File: src/rtl/des_ahb_pkg.sv
// Shared AHB-Lite constants, DES slave register offsets and master FSM states.
package des_ahb_pkg;

  typedef enum logic [3:0] {
    IDLE,
    W_MODE,
    W_KEY1,
    W_KEY2,
    W_KEY3,
    W_DATA,
    W_LAST,
    WAIT,
    R_ADDR,
    R_DATA,
    ERR
  } state_t;

  localparam logic [1:0]  HTRANS_IDLE   = 2'b00;
  localparam logic [1:0]  HTRANS_NONSEQ = 2'b10;

  localparam logic [31:0] OFS_MODE = 32'h0000_0000;
  localparam logic [31:0] OFS_KEY1 = 32'h0000_0400;
  localparam logic [31:0] OFS_KEY2 = 32'h0000_0800;
  localparam logic [31:0] OFS_KEY3 = 32'h0000_0C00;
  localparam logic [31:0] OFS_DATA = 32'h0000_1000;

  localparam logic [2:0]  HSIZE_DWORD   = 3'b011;
  localparam logic [2:0]  HBURST_SINGLE = 3'b000;
  localparam logic [3:0]  HPROT_DEFAULT = 4'h3;

endpackage

File: src/rtl/des_wait_counter.sv
// 10-bit load/decrement counter timing the DES processing gap before the result read.
module des_wait_counter (
  input  logic       HCLK,
  input  logic       HRESET,
  input  logic       load,
  input  logic [9:0] load_val,
  input  logic       dec,
  output logic       zero
);

  logic [9:0] count_reg;

  always_ff @(posedge HCLK or negedge HRESET) begin
    if (!HRESET) begin
      count_reg <= '0;
    end else if (load) begin
      count_reg <= load_val;
    end else if (dec && (count_reg != 10'd0)) begin
      count_reg <= count_reg - 10'd1;
    end
  end

  assign zero = (count_reg == 10'd0);

endmodule

File: src/rtl/ahb_lite_des_master.sv
// AHB-Lite master that loads mode/keys/data into the Triple DES slave and reads the result back.
// Optional key reuse (skips rewriting unchanged keys) is enabled by defining DES_MASTER_KEY_CACHE_EN.
import des_ahb_pkg::*;

module ahb_lite_des_master #(
  parameter int          PROC_CYCLES = 50,
  parameter logic [31:0] BASE_ADDR   = 32'h0000_0000
) (
  input  logic        HCLK,
  input  logic        HRESET,
  input  logic        start,
  input  logic        encryptionTypeIn,
  input  logic [63:0] keyIn1,
  input  logic [63:0] keyIn2,
  input  logic [63:0] keyIn3,
  input  logic [63:0] dataIn,
  output logic        busy,
  output logic        done,
  output logic        error,
  output logic [63:0] result,
  output logic [31:0] HADDR,
  output logic        HWRITE,
  output logic [1:0]  HTRANS,
  output logic [2:0]  HSIZE,
  output logic [2:0]  HBURST,
  output logic [3:0]  HPROT,
  output logic        HMASTLOCK,
  output logic [63:0] HWDATA,
  input  logic [63:0] HRDATA,
  input  logic        HREADY,
  input  logic        HRESP
);

  localparam logic [9:0] WAIT_LOAD = 10'(PROC_CYCLES - 1);

  state_t      state_reg, state_next;
  logic        enc_reg;
  logic [63:0] key1_reg, key2_reg, key3_reg, data_reg;
  logic [63:0] hwdata_reg, result_reg;
  logic        done_reg;

  logic        addr_phase, write_phase;
  logic [31:0] addr_ofs;
  logic [63:0] wdata_cur;
  logic        cnt_load, cnt_dec, cnt_zero;
  logic        accept, complete, bus_err, cache_hit;

  assign bus_err = HREADY && HRESP && (state_reg != IDLE) && (state_reg != ERR);

  always_comb begin
    state_next  = state_reg;
    addr_phase  = 1'b0;
    write_phase = 1'b0;
    addr_ofs    = OFS_MODE;
    wdata_cur   = '0;
    cnt_load    = 1'b0;
    cnt_dec     = 1'b0;
    accept      = 1'b0;
    complete    = 1'b0;
    case (state_reg)
      IDLE, ERR: begin
        if (start) begin
          accept     = 1'b1;
          state_next = W_MODE;
        end
      end
      W_MODE: begin
        addr_phase  = 1'b1;
        write_phase = 1'b1;
        addr_ofs    = OFS_MODE;
        wdata_cur   = {63'd0, enc_reg};
        if (HREADY) state_next = cache_hit ? W_DATA : W_KEY1;
      end
      W_KEY1: begin
        addr_phase  = 1'b1;
        write_phase = 1'b1;
        addr_ofs    = OFS_KEY1;
        wdata_cur   = key1_reg;
        if (HREADY) state_next = W_KEY2;
      end
      W_KEY2: begin
        addr_phase  = 1'b1;
        write_phase = 1'b1;
        addr_ofs    = OFS_KEY2;
        wdata_cur   = key2_reg;
        if (HREADY) state_next = W_KEY3;
      end
      W_KEY3: begin
        addr_phase  = 1'b1;
        write_phase = 1'b1;
        addr_ofs    = OFS_KEY3;
        wdata_cur   = key3_reg;
        if (HREADY) state_next = W_DATA;
      end
      W_DATA: begin
        addr_phase  = 1'b1;
        write_phase = 1'b1;
        addr_ofs    = OFS_DATA;
        wdata_cur   = data_reg;
        if (HREADY) state_next = W_LAST;
      end
      W_LAST: begin
        if (HREADY) begin
          cnt_load   = 1'b1;
          state_next = WAIT;
        end
      end
      WAIT: begin
        if (cnt_zero) state_next = R_ADDR;
        else          cnt_dec    = 1'b1;
      end
      R_ADDR: begin
        addr_phase = 1'b1;
        addr_ofs   = OFS_DATA;
        if (HREADY) state_next = R_DATA;
      end
      R_DATA: begin
        if (HREADY) begin
          complete   = 1'b1;
          state_next = IDLE;
        end
      end
      default: state_next = IDLE;
    endcase
    // A bus error overrides whatever progress this cycle would have made.
    if (bus_err) begin
      state_next = ERR;
      complete   = 1'b0;
      cnt_load   = 1'b0;
    end
  end

  always_ff @(posedge HCLK or negedge HRESET) begin
    if (!HRESET) begin
      state_reg  <= IDLE;
      enc_reg    <= 1'b0;
      key1_reg   <= '0;
      key2_reg   <= '0;
      key3_reg   <= '0;
      data_reg   <= '0;
      hwdata_reg <= '0;
      result_reg <= '0;
      done_reg   <= 1'b0;
    end else begin
      state_reg <= state_next;
      done_reg  <= complete;
      if (accept) begin
        enc_reg  <= encryptionTypeIn;
        key1_reg <= keyIn1;
        key2_reg <= keyIn2;
        key3_reg <= keyIn3;
        data_reg <= dataIn;
      end
      // Write data follows its address phase by one accepted cycle.
      if (write_phase && HREADY && !HRESP) hwdata_reg <= wdata_cur;
      if (complete) result_reg <= HRDATA;
    end
  end

`ifdef DES_MASTER_KEY_CACHE_EN
  logic        cache_valid_reg;
  logic [63:0] ckey1_reg, ckey2_reg, ckey3_reg;

  assign cache_hit = cache_valid_reg && (key1_reg == ckey1_reg) &&
                     (key2_reg == ckey2_reg) && (key3_reg == ckey3_reg);

  always_ff @(posedge HCLK or negedge HRESET) begin
    if (!HRESET) begin
      cache_valid_reg <= 1'b0;
      ckey1_reg       <= '0;
      ckey2_reg       <= '0;
      ckey3_reg       <= '0;
    end else if (bus_err) begin
      cache_valid_reg <= 1'b0;
    end else if (complete) begin
      cache_valid_reg <= 1'b1;
      ckey1_reg       <= key1_reg;
      ckey2_reg       <= key2_reg;
      ckey3_reg       <= key3_reg;
    end
  end
`else
  assign cache_hit = 1'b0;
`endif

  des_wait_counter u_wait_counter (
    .HCLK     (HCLK),
    .HRESET   (HRESET),
    .load     (cnt_load),
    .load_val (WAIT_LOAD),
    .dec      (cnt_dec),
    .zero     (cnt_zero)
  );

  assign HTRANS    = addr_phase ? HTRANS_NONSEQ : HTRANS_IDLE;
  assign HADDR     = addr_phase ? (BASE_ADDR + addr_ofs) : 32'd0;
  assign HWRITE    = write_phase;
  assign HWDATA    = hwdata_reg;
  assign HSIZE     = HSIZE_DWORD;
  assign HBURST    = HBURST_SINGLE;
  assign HPROT     = HPROT_DEFAULT;
  assign HMASTLOCK = 1'b0;
  assign busy      = (state_reg != IDLE) && (state_reg != ERR);
  assign error     = (state_reg == ERR);
  assign done      = done_reg;
  assign result    = result_reg;

endmodule

File: config.mk
export PLATFORM = sky130hd
export DESIGN_NAME = ahb_lite_des_master
export DESIGN_NICKNAME = d
export VERILOG_FILES = /design/src/rtl/des_ahb_pkg.sv /design/src/rtl/des_wait_counter.sv /design/src/rtl/ahb_lite_des_master.sv
export SDC_FILE = /design/constraint.sdc
export NUM_CORES = 1
export LEC_CHECK = 0
export ABC_CLOCK_PERIOD_IN_PS = 4100
export BUFFER_PORTS_ARGS = -buffer_cell sky130_fd_sc_hd__buf_2
export CELL_PAD_IN_SITES_DETAIL_PLACEMENT = 1
export CELL_PAD_IN_SITES_GLOBAL_PLACEMENT = 2
export CORE_ASPECT_RATIO = 0.7
export CORE_MARGIN = 1
export CORE_UTILIZATION = 37
export CTS_BUF_LIST = sky130_fd_sc_hd__clkbuf_4 sky130_fd_sc_hd__clkbuf_8 sky130_fd_sc_hd__clkbuf_16
export DETAILED_ROUTE_END_ITERATION = 8
export PLACE_DENSITY_LB_ADDON = 0.1
export SYNTH_ARGS = -nofsm -noshare
export SYNTH_HDL_FRONTEND = slang
export SYNTH_SLANG_ARGS = --single-unit
File: constraint.sdc
create_clock -name HCLK -period 4.1 [get_ports HCLK]
set_input_delay 0.82 -clock HCLK [delete_from_list [all_inputs] [get_ports HCLK]]
set_output_delay 0.82 -clock HCLK [all_outputs]
set_load 0.005 [all_outputs]
== After elaboration in Yosys (flattened, before gate mapping) ==
Cells that the tools add are included.

* Equal/unequal tests: 21
* Multiplexer cells: 29
* Add/subtract/negate cells: 1
* Reductions and logical operators: 18

{| class="wikitable"
|+ Operators by type and width
! kind !! number
|-
| case mux 64 bit (5 select lines) || 1
|-
| case mux 13 bit (4 select lines) || 1
|-
| 2-to-1 mux 4 bit || 11
|-
| case mux 4 bit (10 select lines) || 1
|-
| 2-to-1 mux 32 bit || 1
|-
| inequality test 3 bit (second input constant) || 10
|-
| 2-to-1 mux 10 bit || 2
|-
| equality test 4 x 3 -> 1 bit (second input constant) || 4
|-
| equality test 4 bit (second input constant) || 3
|-
| 2-to-1 mux 1 bit || 11
|-
| logical NOT 10 bit || 1
|-
| AND reduction 10 bit || 1
|-
| nonzero test 10 bit || 1
|-
| subtractor 10 x 1 -> 10 bit (second input constant) || 1
|-
| equality test 4 x 2 -> 1 bit (second input constant) || 2
|-
| logical AND 1 bit || 7
|-
| OR reduction 6 bit || 1
|-
| OR reduction 5 bit || 1
|-
| equality test 4 x 1 -> 1 bit (second input constant) || 1
|-
| logical NOT 4 bit || 1
|-
| inequality test 4 bit (second input constant) || 1
|-
| nonzero test 4 bit || 1
|-
| OR reduction 2 bit || 2
|-
| 2-to-1 mux 2 bit || 1
|-
| 2 further kinds || 2
|}

* Input port bits: 326
* Word-level logic and storage cells: 79
* Register bits: 400

== Depth between registers and ports, before layout ==
* Depth after elaboration: 6
* Mapped depth: 9
* Gate-level depth less buffers: 7

== Cells and area by module ==
Synthesis repeated with hierarchy kept, for this count alone.

* Cell total of the unflattened synthesis: 1,229
* Area total of the unflattened synthesis: 17,695.7 µm²

{| class="wikitable"
|+ Modules (own cells, without submodules)
! module !! area an instance (µm²) !! cells an instance !! times used
|-
| ahb_lite_des_master || 17,068.9 || 1,160 || 1
|-
| des_wait_counter || 626.9 || 69 || 1
|}

== Least setup slack after synthesis ==
OpenSTA, ideal clock, no wires.

* Kind: reg-to-output
* Start point: register state_reg[3]
* End point: output port HADDR[10]
* Path buffers: 3
* Data required time: 3.280 ns
* Cell stages (with the launch flop): 7
* Data arrival time: 1.441 ns
* Setup slack: 1.839 ns
* Cells stage by stage: dfrtp_1 clkbuf_8 nand2b_1 nor3_1 buf_2 buf_2 or2_2

* Cells in the longest elaborated chain, start to end: 4
* Elaborated cells between the ends (all ways): 11
* Classes of those cells: eq/ne: 6; mux: 3; reduce/logical: 2

{| class="wikitable"
|+ RTL lines
! what !! line !! text
|-
| from (decl) || ahb_lite_des_master.sv:36 || <nowiki>state_t state_reg, state_next;</nowiki>
|-
| from (signal assigned) || ahb_lite_des_master.sv:145 || <nowiki>state_reg <= state_next;</nowiki>
|-
| equality test 4 bit, or another cell as far along || ahb_lite_des_master.sv:60 || <nowiki>case (state_reg)</nowiki>
|-
| OR reduction 2 bit (no line) or OR reduction 6 bit (tied branches) || -- ||
|-
| case mux 13 bit (4 select lines) or 2-to-1 mux 1 bit (tied branches) || ahb_lite_des_master.sv:60 ||
|-
| 2-to-1 mux 32 bit * || ahb_lite_des_master.sv:196 || <nowiki>assign HADDR = addr_phase ? (BASE_ADDR + addr_ofs) : 32'd0;</nowiki>
|-
| to (decl) || ahb_lite_des_master.sv:21 || <nowiki>output logic [31:0] HADDR,</nowiki>
|}

Every way passes the cells marked *; elsewhere a longest branch is shown, timed or not.

== Worst setup path after layout ==
* Start point: register state_reg[3]
* End point: output port HADDR[11]

The elaborated chain is that of the path after synthesis.

==> results by group <==
Layout
  – Area of combinational cells with multiple inputs: 6130 µm²
  – Net total in the final layout: 1976
  – Proportion of layout cells with a drive suffix above 1: 0.522
  – Area grow syn2layout: 26.1%
  – Reg area: 10000 µm²
  – Post-route design area: 21100 µm²
  – Fill cell count: 4642

Global routing
  – Number of global-route vias before repair: 12300
  – Most crowded layer after global routing: met2
  – Met2 Track Usage GR: 0.346
  – First-pass GRT wire length: 76000 µm
  – Largest net degree at the start of global routing: 103
  – Routing usage on met1: 0.271
  – Global-route total usage across every layer: 0.213
  – Antenna violations before repair: 31
  – Overflow left after global routing: 0
  – Global-route track usage on met3: 0.0636

Synth
  – Proportion of synthesized flip-flops having asynchronous set or reset: 1.00
  – Number of warnings printed during yosys synthesis: 0
  – Syn_area_per_cell: 13.9 µm²
  – Synthesized instance count: 1206
  – Number of flip-flops and latches in the synthesized netlist: 400
  – Yosys cell types: 53
  – Seq/Total Area, Yosys: 0.599
  – Number of enable-type register cells in the synthesized netlist: 0
  – Most frequent cell after synthesis: sky130_fd_sc_hd__dfrtp_1
  – Cell accounting for the most synthesized area: sky130_fd_sc_hd__dfrtp_1
  – Post-synthesis cell area: 16700 µm²
  – Largest cells by area after synthesis: sky130_fd_sc_hd__dfrtp_1 (60%), sky130_fd_sc_hd__mux2_2 (20%), sky130_fd_sc_hd__a221oi_1 (3.3%)
  – Share of the synthesized area in the top cell type: 0.599
  – Top cell types by occurrence after synthesis: sky130_fd_sc_hd__dfrtp_1 (400), sky130_fd_sc_hd__mux2_2 (300), sky130_fd_sc_hd__nand2_1 (72)
  – Most common flop cell mapped by yosys: sky130_fd_sc_hd__dfrtp_1

Power and ir drop
  – Worst voltage drop across the vdd grid: 0.386 mV
  – Power per standard cell area: 802 nW/µm²
  – P_leak: 9.99 nW

Clock network
  – Reg clk slew, reported paths: 0.06 ns
  – Max Root-Sink Buffers: 3
  – Cts bufs inserted: 42
  – Count of hold-fix buffers inserted at cts: 0
  – Worst-Skew Late Latency: 0.55 ns
  – Post-CTS Setup Repair Bufs: 0
  – Quantity of gates resized following cts: 0
  – Depth of the CTS H-tree: 2
  – Clk root buf: sky130_fd_sc_hd__clkbuf_16
  – CTS tree: yes
  – Total clock sinks: 400

Placed design
  – Sum of net half-perimeters after detailed placement: 33400 µm
  – I/O Buffers: 461
  – Gpl congestion: 0.785
  – Post-detailed-placement cell area: 19500 µm²

Setup path
  – Data arrival time at the worst-slack endpoint: 2.53 ns
  – Launch point of the worst reg-to-reg path: state_reg[3]
  – Type of origin of the critical path: flip-flop
  – Top fanout value on the critical path: 32
  – Sort of element at the end of the critical path: output pin
  – Critical path data required time: 3.28 ns
  – R2r setup slk: 1.26 ns
  – Critical path class: flip-flop to output pin
  – Length in cells of the worst reg-to-reg path: 4
  – Endpoint of the most critical register-to-register path: key2_reg[24]
  – Launch point of the worst path: state_reg[3]

Drt
  – Number of vias after detailed routing: 11400
  – Total wire length: 48200 µm
  – Number of routed nets with antenna violations: 0
  – Post-detailed-route DRC marker count: 0
  – Number of detailed-route iterations in the first pass: 4
  – Routed wire length per instance: 21.0 µm
  – Number of vias per cell: 4.98
  – Initial drt markers: 390

Timing
  – Time the worst path needs with I/O delays and setup: 3.35 ns
  – Slew HR: 0.326
  – FMAX: 298 MHz
  – RSZ-0062 raised after global routing: false
  – Post-route setup TNS: 0 ns
  – Slew at the pin closest to its max-slew limit: 1.01 ns
  – Final Slew Violations: 0
  – Clock Skew: 0.0217 ns
  – Number of hold-slack violations in the final timing report: 0
  – Final Cycle Share: 0.818
  – Final setup vio count: 0

Status
  – Result of the run: finished, final reports clean

Die
  – Die span in x: 256 µm
  – Placeable core region: 44100 µm²
  – I/O pin cnt: 503
  – Die height: 180 µm
  – Site Rows: 64
  – Starting utilization of the core area: 0.379
  – Die outline area: 46000 µm²

Worst hold path
  – Path category of the worst min-delay check: input pin to async pin

Job
  – Max-cap violations: 0
==> per-stage QoR <==
step                hold slack (ns)  instances  power [W]  setup slack, ns  utilization
floorplan                     0.473       1245     0.0108             1.84            -
global placement              0.458       2198     0.0127             1.27        0.442
CTS                           0.368       2275     0.0172            0.681        0.477
detailed placement            0.465       2198     0.0129             1.26        0.442
finish                        0.360       2295     0.0169            0.748        0.478
global route                  0.412       2290     0.0180            0.598        0.478
==> routing by layer <==
layer  routed length [µm]  vias to the layer above  share of wire
li1                     -                     5253              -
met1                20500                     5768           0.42
met2                23300                      308           0.48
met3                 3120                       89          0.065
met4                 1160                       20          0.024
met5                  145                        -         0.0030
==> cell families (layout without fill, tap and decap cells) <==
logic type	after synthesis	after routing	share of synthesized area
buf+inv	130	566	0.0447
flops	400	400	0.599
other cells	2	61	0.000449
simple gates	120	120	0.0331
mux	324	324	0.218
compound gates	221	221	0.0996
fa+ha+maj	2	2	0.00150
xor+xnor	7	7	0.00367
==> worst max-delay path, stage by stage (launching register included) <==
cell and delay [ns]:
sky130_fd_sc_hd__dfrtp_1 0.79, sky130_fd_sc_hd__nor2_1 0.12, sky130_fd_sc_hd__and3_2 0.52, sky130_fd_sc_hd__or2_2 0.44
sky130_fd_sc_hd__buf_2 0.14
==> power by group <==
| part | switching [W] | leakage [nW] | internal [W] |
|---|---|---|---|
| Sequential | 0.00115 | 4.87 | 0.00594 |
| Combinational | 0.00254 | 4.36 | 0.00310 |
| Clock | 0.00163 | 0.760 | 0.00255 |
==> layout by cell type, fill, tap and decap left out, drive strengths merged, types with 3 or more instances in the layout <==
master and n:
a22o 63, conb 41, nand3 5, xor2 3, clkinvlp 3, mux2i 3
buf 483, o21ai 74, bufinv 6, dfrtp 400, nand2 72, diode 20
a21oi 5, inv 7, nor3 6, a221oi 63, xnor2 4, mux2 321
nor2 18, or3 4, clkbuf 57, clkinv 10, nand2b 4
==> final cells by class <==
cell class                 instances  share of cell area
antenna                           20             0.00237
sequential                       400               0.475
tap                              594              0.0353
timing repair buffer             483               0.123
multi-input combinational        715               0.291
inverter                           6             0.00107
clock buffer                      57              0.0601
clock inverter                    20              0.0126
==> worst max-delay path by stage <==
| stage | slack, ns | cells past startpoint | endpoint |
|---|---|---|---|
| 2_1_floorplan | 1.84 | 6 | HADDR[10] |
| 3_3_place_gp | 1.27 | 4 | HADDR[11] |
| 3_5_place_dp | 1.26 | 6 | HWDATA[49] |
| 4_1_cts | 0.68 | 4 | HADDR[11] |
| 5_1_grt | 0.60 | 4 | HADDR[11] |
| 6_report | 0.75 | 4 | HADDR[11] |
Note: power is estimated with default switching activity, not from simulation.
